<file path="src/rtl/traffic_light_monitor.sv">
// Passive monitor for the red/yellow/green lamp bus: locks onto RED->GREEN->YELLOW,
// tracks per-phase dwell and completed cycles, and latches the first sequencing fault.
module traffic_light_monitor #(
    parameter int CNT_W      = 8,
    parameter int MIN_RED    = 1,
    parameter int MIN_GREEN  = 1,
    parameter int MIN_YELLOW = 1,
    parameter int MAX_DWELL  = 200
) (
    input  logic             clk,
    input  logic             reset_n,
    input  logic             red,
    input  logic             yellow,
    input  logic             green,
    input  logic             clear_fault,
    output logic             locked,
    output logic [1:0]       phase,
    output logic [CNT_W-1:0] dwell,
    output logic [15:0]      cycle_count,
    output logic             fault,
    output logic [2:0]       fault_code
);

    typedef enum logic [2:0] {
        SYNC,
        S_RED,
        S_GREEN,
        S_YELLOW,
        FAULT
    } state_e;

    typedef enum logic [2:0] {
        CODE_NONE   = 3'd0,
        CODE_ONEHOT = 3'd1,
        CODE_SEQ    = 3'd2,
        CODE_SHORT  = 3'd3,
        CODE_STUCK  = 3'd4
    } code_e;

    // Lamp encoding is {red, yellow, green}.
    localparam logic [2:0] LAMP_R = 3'b100;
    localparam logic [2:0] LAMP_Y = 3'b010;
    localparam logic [2:0] LAMP_G = 3'b001;

    localparam logic [CNT_W-1:0] MAX_D = CNT_W'(MAX_DWELL);

    state_e           state_q, state_d;
    logic [2:0]       lamp_q, lamp_d;
    logic [CNT_W-1:0] dwell_q, dwell_d;
    logic [15:0]      cycle_q, cycle_d;
    code_e            code_q, code_d;

    logic [2:0]       cur_lamp, succ_lamp;
    state_e           succ_state;
    logic [CNT_W-1:0] min_dwell;
    logic             lamp_onehot;

    assign lamp_d      = {red, yellow, green};
    assign lamp_onehot = (lamp_q == LAMP_R) || (lamp_q == LAMP_Y) || (lamp_q == LAMP_G);

    // NOTE: sequential state uses non-blocking assignments so every flop samples
    // pre-edge values regardless of statement order.
    always_ff @(posedge clk or negedge reset_n) begin
        if (!reset_n) begin
            lamp_q  <= 3'b000;
            state_q <= SYNC;
            dwell_q <= '0;
            cycle_q <= '0;
            code_q  <= CODE_NONE;
        end else begin
            lamp_q  <= lamp_d;
            state_q <= state_d;
            dwell_q <= dwell_d;
            cycle_q <= cycle_d;
            code_q  <= code_d;
        end
    end

    // NOTE: every variable gets a default first so no path through the case
    // leaves a value unassigned and infers a latch.
    always_comb begin
        cur_lamp   = 3'b000;
        succ_lamp  = 3'b000;
        succ_state = SYNC;
        min_dwell  = '0;
        case (state_q)
            S_RED: begin
                cur_lamp   = LAMP_R;
                succ_lamp  = LAMP_G;
                succ_state = S_GREEN;
                min_dwell  = CNT_W'(MIN_RED);
            end
            S_GREEN: begin
                cur_lamp   = LAMP_G;
                succ_lamp  = LAMP_Y;
                succ_state = S_YELLOW;
                min_dwell  = CNT_W'(MIN_GREEN);
            end
            S_YELLOW: begin
                cur_lamp   = LAMP_Y;
                succ_lamp  = LAMP_R;
                succ_state = S_RED;
                min_dwell  = CNT_W'(MIN_YELLOW);
            end
            default: ;
        endcase
    end

    always_comb begin
        state_d = state_q;
        dwell_d = dwell_q;
        cycle_d = cycle_q;
        code_d  = code_q;
        case (state_q)
            SYNC: begin
                if (lamp_q == LAMP_R) begin
                    state_d = S_RED;
                    dwell_d = CNT_W'(1);
                end
            end
            S_RED, S_GREEN, S_YELLOW: begin
                // Fault checks in priority order; dwell freezes at its current value.
                if (!lamp_onehot) begin
                    state_d = FAULT;
                    code_d  = CODE_ONEHOT;
                end else if ((lamp_q != cur_lamp) && (lamp_q != succ_lamp)) begin
                    state_d = FAULT;
                    code_d  = CODE_SEQ;
                end else if ((lamp_q == succ_lamp) && (dwell_q < min_dwell)) begin
                    state_d = FAULT;
                    code_d  = CODE_SHORT;
                end else if ((lamp_q == cur_lamp) && (dwell_q == MAX_D)) begin
                    state_d = FAULT;
                    code_d  = CODE_STUCK;
                end else if (lamp_q == cur_lamp) begin
                    dwell_d = dwell_q + CNT_W'(1);
                end else begin
                    state_d = succ_state;
                    dwell_d = CNT_W'(1);
                    if (state_q == S_YELLOW) begin
                        cycle_d = cycle_q + 16'd1;
                    end
                end
            end
            FAULT: begin
                if (clear_fault) begin
                    state_d = SYNC;
                    code_d  = CODE_NONE;
                    dwell_d = '0;
                end
            end
            default: state_d = SYNC;
        endcase
    end

    always_comb begin
        locked = 1'b0;
        phase  = 2'b11;
        fault  = 1'b0;
        case (state_q)
            S_RED:    begin locked = 1'b1; phase = 2'b00; end
            S_GREEN:  begin locked = 1'b1; phase = 2'b01; end
            S_YELLOW: begin locked = 1'b1; phase = 2'b10; end
            FAULT:    fault = 1'b1;
            default:  ;
        endcase
    end

    assign dwell       = dwell_q;
    assign cycle_count = cycle_q;
    assign fault_code  = code_q;

endmodule
</file>
<file path="config.mk">
export PLATFORM = sky130hd
export DESIGN_NAME = traffic_light_monitor
export DESIGN_NICKNAME = d
export VERILOG_FILES = /design/src/rtl/traffic_light_monitor.sv
export SDC_FILE = /design/constraint.sdc
export NUM_CORES = 1
export LEC_CHECK = 0
export CORE_MARGIN = 5
export CORE_UTILIZATION = 40
export CTS_BUF_LIST = sky130_fd_sc_hd__clkbuf_4
export DETAILED_ROUTE_END_ITERATION = 10
export DONT_BUFFER_PORTS = 1
export GPL_ROUTABILITY_DRIVEN = 0
export GPL_TIMING_DRIVEN = 0
export HOLD_SLACK_MARGIN = 0.05
export SETUP_SLACK_MARGIN = 0.1
export SYNTH_ARGS = -nofsm -noshare
export SYNTH_HDL_FRONTEND = slang
export SYNTH_SLANG_ARGS = --single-unit
</file>
<file path="constraint.sdc">
create_clock -name clk -period 4.5 [get_ports clk]
set_input_delay 0.45 -clock clk [delete_from_list [all_inputs] [get_ports clk]]
set_output_delay 0.45 -clock clk [all_outputs]
set_load 0.02 [all_outputs]
</file>
Word level (Yosys, flattened, before mapping)
Cells that the tools add are included.
- register bits after elaboration: 33
- output and inout port bits: 31
- logic and storage cells: 73
- add/sub/neg operators: 2
- magnitude comparators: 1
- equal/unequal tests: 20
- muxes and demuxes: 28
- bitwise gates (word level): 4
- reductions and logical operators: 13
- operator list (operator ; number):
    $mux W8 ; 7
    $mux W3 ; 11
    $pmux W3 S3 ; 3
    $pmux W8 S3 ; 1
    $add A16 B1 Y16 const B ; 1
    $reduce_and A7 Y1 ; 2
    $pmux W2 S3 ; 2
    $ne A2 B2 Y1 const B ; 5
    $eq A3 B2 Y1 const B ; 3
    $add A8 B1 Y8 const B ; 1
    $eq A8 B8 Y1 const B ; 1
    $lt A8 B8 Y1 ; 1
    $eq A3 B1 Y1 const B ; 2
    $eq A3 B3 Y1 ; 2
    $eq A3 B3 Y1 const B ; 2
    $ne A3 B3 Y1 ; 2
    $ne A6 B5 Y1 const B ; 1
    $pmux W3 S2 ; 1
    $reduce_and A3 Y1 ; 2
    $ne A5 B2 Y1 const B ; 1
    $not A1 Y1 ; 4
    $logic_and A1 B1 Y1 ; 3
    $logic_not A3 Y1 ; 1
    $mux W1 ; 3
    5 further kinds ; 6

Depth between registers and ports, before layout
Gate-level depths: netlist (run 1).
- word-level depth: 9
- mapped depth: 9
- gate-level depth less buffers: 7

Worst setup path before layout (run 1)
No wires, ideal clock.
- path type: flip-flop to flip-flop
- from: register state_q[1]
- to: register cycle_q[10] (netlist: cycle_count[10])
- arrival time: 2.363 ns
- slack: 2.057 ns
- cell stages (with the launch flop): 9
- buffers on the path: 2
- cell sequence: dfrtp_1 buf_2 or3b_2 a211o_1 nand3_1 mux2_2 buf_6 nor4_1 xor2_1
- cells in the longest elaborated chain, start to end: 7
- RTL lines (element ; line ; text):
    start, declared ; 47 ; state_e state_q, state_d;
    start signal, assigned ; 72 ; state_q <= state_d;
    $eq A3 B2 Y1, or another cell as far along ; 86, 114, 140 ;
    $reduce_or A3 Y1 (no line) ; n/a ;
    $mux W1 ; 86 ; case (state_q)
    $lt A8 B8 Y1 ; 129 ; end else if ((lamp_q == succ_lamp) && (dwell_q < min_dwell)) begin
    $logic_and A1 B1 Y1 ; 129 ;
    $not A1 Y1 (no line) ; n/a ;
    $reduce_and A7 Y1 (no line) (*) ; n/a ;
    end signal, assigned ; 74 ; cycle_q <= cycle_d;
    end, declared ; 50 ; logic [15:0] cycle_q, cycle_d;
Every way passes the cells marked *; elsewhere a longest branch is shown, timed or not.
A chain may end at the register's enable or synchronous reset.

Final worst setup path (run 1)
- from: register state_q[0]
- to: register cycle_q[3] (netlist: cycle_count[3])
The elaborated chain is that of the path after synthesis.

==> metrics.txt, run 1 <==
status completed; first-pass GRT wire length about 7600 um; Final Worst Setup Slack around 1.8 ns; Seq/Total Area, Yosys 43.1%; max_cap viols 0; number of vias in the routed layout 1534; number of different library cells in the post-synthesis netlist between 40 and 50; number of antenna violations at the first check in global routing 0; flop and latch count out of synthesis 33; clock-pin slew on the worst setup and hold paths roughly 0.10 ns; remaining number of nets flagged by the antenna check after routing 0; total negative slack for setup checks 0 ns; fraction of synthesized area in multiplexers ~2.2%; total power approximately 600 uW; buffer count from post-CTS setup fixing 0; clock latency of the later-clocked register in the worst-skew pair ~0.33 ns; top achievable clock speed between 300 and 400 MHz; fraction of layout cells with a size suffix above 1 a little under a tenth; non-filler instance count after layout 263; internal power summed over all cells 408 uW; CTS H-tree depth 2; net count after synthesis 209; Critical Path Source Type register; Num Clock Sinks 33; critical path required time 4.71 ns; buffer cell driving the clock tree root sky130_fd_sc_hd__clkbuf_4; Critical Path End Type register; count of routing violations after the opening detailed-route iteration 52; share of total power in the clock network 27.0%; horizontal extent of the die about 80 um; Hold Worst Slack around 0.14 ns; number of cell rows 25; Static Leak around 0.96 nW; antenna diode count 0; synth-to-layout area growth 7.65%; via count of the first global-routing pass 1548; cell count after placement 254; power share of the sequential group roughly 57%; synthesized instance count 200; area taken by flip-flops and latches about 830 um^2; Post-Route Skew approximately 0.0080 ns; critical path type reg -> reg; Post-CTS Resized 0; Post-Synth Simple-Gate Area between 20% and 30%; final global-route overflow total 0; total of warnings raised by yosys 0; power share of the combinational group about 16%; path category of the worst min-delay check in -> reg; maximum ir drop on the vdd rail between 0.0002 and 0.00025 V; most area-hungry cell type in the Yosys netlist sky130_fd_sc_hd__dfrtp_1; global-route usage over all layers between 10% and 20%; number of placed I/O pins 37; complex-gate fraction of the synthesized area a little over an eighth; fin. max-slew vios 0; Clock Tree Buf Depth 2; Hold Fails Final Rpt 0; vertical extent of the die between 70 and 80 um; fillcell total 480; setup repair after global routing missed its margin false; setup-violating endpoint count in the final report 0; CP arrival about 2.9 ns; largest net degree at the start of global routing 34; Mapped Avg Cell Area between 9 and 10 um^2; switching power 188 uW; top area cells in the synthesized netlist sky130_fd_sc_hd__dfrtp_1 43%, sky130_fd_sc_hd__xor2_1 6.4%, sky130_fd_sc_hd__nor3_1 4.2%; net count of the finished layout ~220; transition at the pin with the smallest max-transition slack 0.671 ns; detail-routed via count per cell between 5 and 6; post-layout min period 2.72 ns; per-cell routed wire length 16.6 um; final HPWL from detailed placement just over 3000 um; multi-input gate area in the final layout about 1000 um^2; Relative slew margins ~55%; Buffers on Ports 0; number of iterations in the first detailed-routing pass 4; share of Yosys cell area claimed by the top area cell type 43.1%; share of async-settable or async-resettable flops after synthesis between 90% and 100%; total DRC errors in the routed layout 0; routed wire length 4360 um; placeable core region about 0.0047 mm^2; total power density per cell area a little under 300 mW/mm^2; post-place setup slack around 1.8 ns; area of the mapped netlist roughly 0.0019 mm^2; switching part of the total power roughly a third; Total Die Area around 0.0063 mm^2; number of enable flip-flop cells after synthesis 0; Initial Utilization approximately 41%; CTS Hold Bufs 2; share of the cycle needed by the critical path after routing 60.4%; xor and xnor area share after synthesis 8.24%; TritonCTS clock tree done; adder-cell share of the synthesized area under 10%; dominant combinational cell family by area after synthesis simple AND/OR/NAND/NOR gates; most common flop cell mapped by yosys sky130_fd_sc_hd__dfrtp_1; Critical Path Fanout Max 10; number of buffers created by CTS 5
-- cells in the mapped netlist (2+ instances only) --
cell type and n:
sky130_fd_sc_hd__nand2_1 18, sky130_fd_sc_hd__nand3_1 8, sky130_fd_sc_hd__mux2_2 2, sky130_fd_sc_hd__nand2b_1 3, sky130_fd_sc_hd__a32o_1 2, sky130_fd_sc_hd__xor2_1 14
sky130_fd_sc_hd__nor3_1 16, sky130_fd_sc_hd__a21oi_1 3, sky130_fd_sc_hd__a211o_1 5, sky130_fd_sc_hd__a211oi_1 2, sky130_fd_sc_hd__nand4_1 8, sky130_fd_sc_hd__xnor2_1 4
sky130_fd_sc_hd__nor3b_1 7, sky130_fd_sc_hd__inv_1 9, sky130_fd_sc_hd__clkbuf_1 3, sky130_fd_sc_hd__o21ai_0 6, sky130_fd_sc_hd__a21o_1 2, sky130_fd_sc_hd__buf_2 4
sky130_fd_sc_hd__ha_1 3, sky130_fd_sc_hd__nor4_1 7, sky130_fd_sc_hd__nor2_1 8, sky130_fd_sc_hd__mux2i_1 2, sky130_fd_sc_hd__dfrtp_1 33, sky130_fd_sc_hd__buf_6 2
sky130_fd_sc_hd__and3_1 3, sky130_fd_sc_hd__nand3b_1 3
-- cell type report --
cell class | instances | share of cell area (%)
multi-input combinational | 147 | 48.0
sequential | 33 | 40.1
tap | 54 | 3.28
buffer | 11 | 3.16
clock buffer | 6 | 2.19
inverter | 9 | 1.64
timing repair buffer | 2 | 1.46
clock inverter | 1 | 0.182
-- cell usage in the layout (no fill, tap or decap), types with 3 or more instances in the layout --
| cell | instances |
|---|---|
| sky130_fd_sc_hd__xor2_1 | 14 |
| sky130_fd_sc_hd__a21oi_1 | 3 |
| sky130_fd_sc_hd__buf_2 | 4 |
| sky130_fd_sc_hd__nand3b_1 | 3 |
| sky130_fd_sc_hd__nor3b_1 | 7 |
| sky130_fd_sc_hd__clkbuf_1 | 3 |
| sky130_fd_sc_hd__and3_1 | 3 |
| sky130_fd_sc_hd__nor4_1 | 7 |
| sky130_fd_sc_hd__o21ai_0 | 6 |
| sky130_fd_sc_hd__dfrtp_1 | 33 |
| sky130_fd_sc_hd__nand2_1 | 18 |
| sky130_fd_sc_hd__nand2b_1 | 3 |
| sky130_fd_sc_hd__nand4_1 | 8 |
| sky130_fd_sc_hd__nand3_1 | 8 |
| sky130_fd_sc_hd__xnor2_1 | 4 |
| sky130_fd_sc_hd__clkbuf_4 | 6 |
| sky130_fd_sc_hd__ha_1 | 3 |
| sky130_fd_sc_hd__a211o_1 | 5 |
| sky130_fd_sc_hd__nor2_1 | 8 |
| sky130_fd_sc_hd__inv_1 | 9 |
| sky130_fd_sc_hd__nor3_1 | 16 |
-- flip-flops by register name (all words and copies together) (netlist names) --
name and cells:
cycle_count 16, dwell 8, fault_code 3, lamp_q 3
state_q 3
-- worst max-delay path: stages (launching register included) --
cell	delay, ns
sky130_fd_sc_hd__dfrtp_1	0.37
sky130_fd_sc_hd__buf_2	0.17
sky130_fd_sc_hd__o21bai_1	0.53
sky130_fd_sc_hd__nand3b_1	0.19
sky130_fd_sc_hd__and3_4	0.21
sky130_fd_sc_hd__buf_6	0.12
sky130_fd_sc_hd__o31ai_4	0.46
sky130_fd_sc_hd__buf_2	0.31
sky130_fd_sc_hd__nor3_1	0.09
sky130_fd_sc_hd__xor2_1	0.15
-- path summary, 6_finish.rpt --
path | cells after the start | startpoint | slack [ns] | end
setup / recovery | 9 | state_q[0] | 1.78 | cycle_count[3]
hold / removal | 0 | red | 0.14 | lamp_q[2]
hold reg to reg | 1 | cycle_count[15] | 0.61 | cycle_count[15]
min in group asynchronous | 2 | reset_n | 0.56 | state_q[0]
setup reg to reg | 9 | state_q[0] | 1.78 | cycle_count[3]
max in group asynchronous | 2 | reset_n | 3.76 | cycle_count[12]
-- power groups by stage --
stage	Clock, mW	Combinational, mW	Sequential (mW)
CTS	0.167	0.0968	0.340
global route	0.179	0.109	0.343
detailed placement	0	0.0868	0.346
floorplan	0	0.0706	0.340
global placement	0	0.0872	0.346
finish	0.161	0.0961	0.340
-- per-stage QoR --
stage,cell area (um^2),utilization [%]
2_1_floorplan,1910,-
3_3_place_gp,1980,42.2
3_5_place_dp,1980,42.2
4_1_cts,2060,43.9
5_1_grt,2060,43.9
6_report,2060,43.9
-- metal layers --
metal / wire length (um) / vias to the layer above / share of wire [%] / global-route usage [%]
li1: - / 746 / - / -
met1: 2130 / 750 / 49 / 21.3
met2: 1910 / 32 / 44 / 22.6
met3: 253 / 6 / 5.8 / 4.54
met4: 62 / 0 / 1.4 / 6.19
met5: 0 / - / 0 / 0
-- cells by family (layout without fill, tap and decap cells) --
logic type | after synthesis | after routing
compound gates | 32 | 32
mux | 4 | 4
fa+ha+maj | 3 | 3
buf+inv | 20 | 29
simple gates | 90 | 90
flops | 33 | 33
xor+xnor | 18 | 18
No activity file was read; power rests on OpenSTA's default activity.
==> inputs of run 2 (changes only) <==
==> constraint.sdc (replaced) <==
create_clock -name clk -period 2.8 [get_ports clk]
set_input_delay 0.28 -clock clk [delete_from_list [all_inputs] [get_ports clk]]
set_output_delay 0.28 -clock clk [all_outputs]
set_load 0.02 [all_outputs]
==> run 2 against run 1 <==
Effect of this change:
- register-to-register slack worse by 1.6 ns
- sequential power grew 60%
- global-route usage rose by 0.12 points
- die area is the same
- setup slack lost 1.6 ns
- sequential share of layout area is 1.8 points lower
- critical endpoint is now cycle_count[10]
- sequential cell count stayed put
- highest routed layer unchanged
- largest cell class unchanged
- wire length grew 1.5%
==> metrics.txt, run 2 (same netlist as run 1, synthesis figures left out) <==
setup repair after global routing missed its margin false; post-layout instance area 0.00216 mm^2; clock latency of the later-clocked register in the worst-skew pair approximately 0.33 ns; fillcell total about 480; total negative slack for setup checks 0 ns; number of vias in the routed layout 1550; status completed; share of the cycle needed by the critical path after routing between 90 and 100%; Critical Path Fanout Max 10; internal power summed over all cells between 600 and 700 uW; Total Die Area 0.00627 mm^2; Static Leak roughly 0.99 nW; detail-routed via count per cell 5.76; synth-to-layout area growth 12.8%; most common cell after layout, fill and taps aside sky130_fd_sc_hd__dfrtp_1; routed wire length approximately 4400 um; Initial Utilization 40.8%; Hold Worst Slack approximately 0.17 ns; power share of the sequential group between 50% and 60%; top achievable clock speed ~390 MHz; number of iterations in the first detailed-routing pass 4; cell count after placement around 250; buffer cell driving the clock tree root sky130_fd_sc_hd__clkbuf_4; switching power between 300 and 400 uW; post-layout min period between 2 and 3 ns; vertical extent of the die roughly 80 um; share of total power in the clock network a little over a quarter; number of placed I/O pins 37; Critical Path Source Type register; post-place setup slack 0.118 ns; critical path required time about 3.1 ns; final HPWL from detailed placement 3100 um; number of cell rows 25; horizontal extent of the die 79.2 um; placeable core region roughly 0.0047 mm^2; fin. max-slew vios 0; Post-Route Skew about 0.0099 ns; largest net degree at the start of global routing 34; path category of the worst min-delay check in -> reg; count of routing violations after the opening detailed-route iteration 58; TritonCTS clock tree done; Hold Fails Final Rpt 0; Num Clock Sinks 33; max_cap viols 0; via count of the first global-routing pass between 1500 and 2000; Critical Path End Type register; CP arrival 2.84 ns; first-pass GRT wire length a little under 8000 um; total DRC errors in the routed layout 0; number of antenna violations at the first check in global routing 0; non-filler instance count after layout ~270; clock-pin slew on the worst setup and hold paths 0.10 ns; Final Worst Setup Slack roughly 0.22 ns; worst reg2reg setup slack around 0.22 ns; Clock Tree Buf Depth 2; remaining number of nets flagged by the antenna check after routing 0; global-route usage over all layers around 16%; antenna diode count 0; leading cell types in the layout, fill and taps excluded 33 x sky130_fd_sc_hd__dfrtp_1, 18 x sky130_fd_sc_hd__nand2_1, 14 x sky130_fd_sc_hd__xor2_1, 14 x sky130_fd_sc_hd__nor3_1, 9 x sky130_fd_sc_hd__inv_1; fraction of layout cells with a size suffix above 1 roughly 14%; power share of the combinational group between 10% and 20%; transition at the pin with the smallest max-transition slack between 0.6 and 0.7 ns; net count of the finished layout roughly 220; CTS H-tree depth 2; final global-route overflow total 0; maximum ir drop on the vdd rail between 0.0003 and 0.0004 V; switching part of the total power 31.5%; max reg flops 16; total power density per cell area 449 mW/mm^2; Buffers on Ports 0; per-cell routed wire length between 15 and 20 um; setup-violating endpoint count in the final report 0; Placed Instance Area between 0.0015 and 0.002 mm^2; critical path type reg -> reg; number of buffers created by CTS 5; Relative slew margins around 54%
## run 2: cell count changes in the layout (fill, tap and decap cells not counted), moves of 2 or more
| cell | change |
|---|---|
| sky130_fd_sc_hd__buf_4 | +2 |
| sky130_fd_sc_hd__nor3_1 | -2 |
| sky130_fd_sc_hd__dlygate4sd3_1 | +4 |
| sky130_fd_sc_hd__nor3_2 | +2 |
| sky130_fd_sc_hd__nor4_1 | -3 |
| sky130_fd_sc_hd__nor4_2 | +3 |
## run 2: metal layers
layer / GRT usage (%) / wire [um]
met1: 21.3 / 2090
met2: 23.0 / 1990
met3: 4.54 / 281
met4: 6.19 / 63
met5: 0 / 0
## run 2: final timing paths
check,start,end,cells past startpoint
min,clear_fault,dwell[0],3
max,state_q[1],cycle_count[10],8
min in group asynchronous,reset_n,state_q[0],2
min reg2reg,cycle_count[15],cycle_count[15],1
max reg2reg,state_q[1],cycle_count[10],8
max in group asynchronous,reset_n,cycle_count[0],2
## run 2: what timing repair did
| action | 4_1_cts | 5_1_grt |
|---|---|---|
| endpoints found under the setup margin | 0 | 27 |
| buffers inserted | 0 | 2 |
| resized for setup | 0 | 11 |
| hold buffers | 6 | 0 |
| hold endpoints to repair | 37 | 0 |
## run 2: cell type report
type | count | area (um^2) | area share (%)
Clock buffer | 6 | 45.0 | 2.09
Inverter | 9 | 33.8 | 1.56
Sequential cell | 33 | 826 | 38.2
Clock inverter | 1 | 3.75 | 0.174
Tap cell | 54 | 67.6 | 3.13
Buffer | 11 | 66.3 | 3.07
Multi-Input combinational cell | 147 | 1030 | 47.8
Timing Repair Buffer | 8 | 85.1 | 3.94
## run 2: worst max-delay path: stages, from the launching register on
cell and delay [ns]:
sky130_fd_sc_hd__dfrtp_1 0.41, sky130_fd_sc_hd__buf_2 0.19, sky130_fd_sc_hd__or3b_2 0.47, sky130_fd_sc_hd__a211o_1 0.32, sky130_fd_sc_hd__nand3_2 0.12, sky130_fd_sc_hd__mux2_2 0.36, sky130_fd_sc_hd__buf_6 0.15, sky130_fd_sc_hd__nor4_1 0.33
sky130_fd_sc_hd__xor2_1 0.17
## run 2: power groups by stage
| stage | Sequential, mW | Clock, mW | Combinational [mW] |
|---|---|---|---|
| after global routing | 0.551 | 0.287 | 0.188 |
| after floorplan | 0.546 | 0 | 0.113 |
| final | 0.545 | 0.258 | 0.167 |
| after global placement | 0.556 | 0 | 0.140 |
| after CTS | 0.546 | 0.269 | 0.160 |
| after detailed placement | 0.556 | 0 | 0.140 |
## run 2: metrics by stage
step / util [%] / power, mW
after floorplan: - / 0.660
after global routing: 46.0 / 1.03
after detailed placement: 42.2 / 0.695
after global placement: 42.2 / 0.696
final: 46.0 / 0.970
after CTS: 44.8 / 0.975
==> inputs of run 3 (changes only) <==
--- a/config.mk
+++ b/config.mk
@@ -5,6 +5,7 @@
 export SDC_FILE = /design/constraint.sdc
 export NUM_CORES = 1
 export LEC_CHECK = 0
+export ABC_AREA = 1
 export CORE_MARGIN = 5
 export CORE_UTILIZATION = 40
 export CTS_BUF_LIST = sky130_fd_sc_hd__clkbuf_4
@@ -14,6 +15,7 @@
 export GPL_TIMING_DRIVEN = 0
 export HOLD_SLACK_MARGIN = 0.05
 export SETUP_SLACK_MARGIN = 0.1
+export SKIP_CTS_REPAIR_TIMING = 1
 export SYNTH_ARGS = -nofsm -noshare
 export SYNTH_HDL_FRONTEND = slang
 export SYNTH_SLANG_ARGS = --single-unit
==> constraint.sdc (replaced) <==
create_clock -name clk -period 2.8 [get_ports clk]
set_input_delay 0.28 -clock clk [delete_from_list [all_inputs] [get_ports clk]]
set_output_delay 0.28 -clock clk [all_outputs]
set_load 0.01 [all_outputs]
==> run 3 against run 2 <==
Effect of this change:
- critical endpoint is now dwell[1]
- cell area up 12%
- largest power group is now combinational logic
- non-clock buffer count down 11
- area after synthesis up 14%
- wire length up 17%
- die area up 12%
- sequential cell count unchanged
- critical path depth up 2
==> metrics.txt, run 3 <==
non-filler instance count after layout 400; TritonCTS clock tree done; number of placed I/O pins 37; maximum ir drop on the vdd rail between 0.0003 and 0.0004 V; share of Yosys cell area claimed by the top area cell type between 30% and 40%; number of vias in the routed layout between 1500 and 2000; Hold Fails Final Rpt 0; total power density per cell area approximately 670 mW/mm^2; horizontal extent of the die around 84 um; via count of the first global-routing pass 1848; transition at the pin with the smallest max-transition slack about 0.58 ns; number of buffers created by CTS 5; top area cells in the synthesized netlist sky130_fd_sc_hd__dfrtp_1 38%, sky130_fd_sc_hd__nand2_1 21%, sky130_fd_sc_hd__inv_1 6.2%; max reg flops 16; synth-to-layout area growth 10.5%; most common flop cell mapped by yosys sky130_fd_sc_hd__dfrtp_1; critical path required time 3.06 ns; hold path startpoint clear_fault; most used cell along the critical path sky130_fd_sc_hd__nand2_1; Initial Utilization a little over 40%; setup repair after global routing missed its margin false; routed wire length between 5000 and 6000 um; fin. max-slew vios 0; origin of the critical flop-to-flop path state_q[0]; final standard cell utilization of the core between 40% and 50%; number of enable flip-flop cells after synthesis 0; cell with the most instances after synthesis sky130_fd_sc_hd__nand2_1; path category of the worst min-delay check in -> reg; most common cell after layout, fill and taps aside sky130_fd_sc_hd__nand2_1; CP arrival 2.49 ns; placeable core region between 0.005 and 0.006 mm^2; antenna diode count 0; Total Die Area approximately 0.0070 mm^2; total power approximately 1.6 mW; number of cells on the worst reg-to-reg path 10; detail-routed via count per cell about 5; post-layout min period 2.24 ns; clock latency of the later-clocked register in the worst-skew pair roughly 0.34 ns; slowest cell on the critical path sky130_fd_sc_hd__dfrtp_1; share of async-settable or async-resettable flops after synthesis between 90% and 100%; first-pass GRT wire length roughly 8900 um; flop and latch count out of synthesis 33; worst hold path endpoint state_q[2]; count of routing violations after the opening detailed-route iteration between 100 and 150; most area-hungry cell type in the Yosys netlist sky130_fd_sc_hd__dfrtp_1; buffer cell driving the clock tree root sky130_fd_sc_hd__clkbuf_4; net count after synthesis approximately 320; chain of cells forming the critical path nor2_1 > inv_1 > nor2_1 > nand2_1 > nand2_1 > a21oi_1 > nand4_1 > buf_2 > nand2_1 > o21ai_0; top cell types by occurrence after synthesis 125 x sky130_fd_sc_hd__nand2_1, 36 x sky130_fd_sc_hd__inv_1, 33 x sky130_fd_sc_hd__dfrtp_1, 27 x sky130_fd_sc_hd__nand3_1, 23 x sky130_fd_sc_hd__nor2_1; area of the mapped netlist 0.00218 mm^2; number of cell rows 27; CP max stage delay 0.48 ns; Buffers on Ports 0; final global-route overflow total 0; largest net degree at the start of global routing 34; remaining number of nets flagged by the antenna check after routing 0; critical path type reg -> reg; per-cell routed wire length approximately 13 um; max_cap viols 0; status completed; total DRC errors in the routed layout 0; Critical Path Fanout Max 10; leading cell types in the layout, fill and taps excluded 125 x sky130_fd_sc_hd__nand2_1, 36 x sky130_fd_sc_hd__inv_1, 33 x sky130_fd_sc_hd__dfrtp_1; Relative slew margins 61.2%; Hold Crit Depth 3; cell count after placement roughly 390; setup-violating endpoint count in the final report 0; number of antenna violations at the first check in global routing 0; top achievable clock speed between 400 and 500 MHz; Clock Tree Buf Depth 2; number of different library cells in the post-synthesis netlist 27; number of iterations in the first detailed-routing pass 4; Static Leak 1.23 nW; global-route usage over all layers between 15 and 20%; total negative slack for setup checks 0 ns; Mapped Avg Cell Area ~6.9 um^2; Critical Path Source Type register; synthesized instance count ~320; final HPWL from detailed placement around 3900 um; Num Clock Sinks 33; worst reg2reg setup slack around 0.56 ns; Seq/Total Area, Yosys 37.8%; vertical extent of the die about 84 um; CTS H-tree depth 2; net count of the finished layout approximately 340; share of the cycle needed by the critical path after routing 79.9%; Hold Worst Slack about 0.23 ns; Post-Route Skew around 0.010 ns; clock-pin slew on the worst setup and hold paths roughly 0.1 ns; fraction of layout cells with a size suffix above 1 under 10%; total of warnings raised by yosys 0; Critical Path End Type register; r2r endpoint dwell[1]
-- run 3: cell count changes in the layout (fill, tap and decap cells not counted), sizes merged, moves of 7 or more --
cell,change
nand2,+109
inv,+31
nand3,+24
nor2,+19
nor3,-8
buf,-7
nor3b,-7
-- run 3: final cells by class --
| class | count | area, um^2 |
|---|---|---|
| repair buffers | 5 | 60.1 |
| flip-flops and latches | 33 | 826 |
| clock inverters | 2 | 33.8 |
| clock buffers | 6 | 45.0 |
| well taps | 72 | 90.1 |
| fillers | 563 | 2990 |
| multi-input cells | 239 | 1180 |
| plain buffers | 3 | 23.8 |
| inverters | 40 | 150 |
-- run 3: kinds of logic (layout without fill, tap and decap cells) --
logic type,count (synthesis),count (layout),share of synthesized area [%]
compound gates,15,15,3.67
xor+xnor,15,15,6.01
fa+ha+maj,3,3,1.72
buf+inv,43,56,7.96
flops,33,33,37.8
simple gates,206,206,42.8
-- run 3: worst max-delay path, delay by kind of cell, from the launching register on --
kind,cells,cell delay (ns)
simple gates,6,1.19
flops,1,0.48
buf+inv,2,0.35
compound gates,2,0.14
-- run 3: per-layer routing --
layer	track usage, %	share of wire, %	routed length [um]	vias up
met2	23.2	44	2270	68
met1	21.3	48	2460	899
met3	4.54	7.3	380	6
met5	0	0	0	-
met4	4.82	1.4	70	0
li1	-	-	-	1018
-- run 3: worst max-delay path by stage --
stage                           from        endpoint  slack [ns]  depth (start not counted)
after global placement    state_q[0]        dwell[6]        0.58                          9
after global routing        dwell[0]        dwell[1]        0.27                          9
after floorplan           state_q[2]  cycle_count[6]        1.02                         13
after CTS                 state_q[0]        dwell[6]        0.59                          9
after detailed placement  state_q[0]        dwell[3]        0.60                          9
final                     state_q[0]        dwell[1]        0.56                         10
-- run 3: through the flow --
stage               setup slack [ns]  area, um^2
finish                         0.564        2410
global route                   0.273        2410
CTS                            0.588        2350
detailed placement             0.601        2270
global placement               0.581        2270
floorplan                       1.02        2180
-- run 3: where the power goes --
group	internal [mW]	switching, mW	total, mW	leakage (nW)
clock	0.196	0.172	0.367	0.0433
combinational	0.187	0.445	0.632	0.745
sequential	0.529	0.0998	0.629	0.446
total	0.912	0.717	1.63	1.23
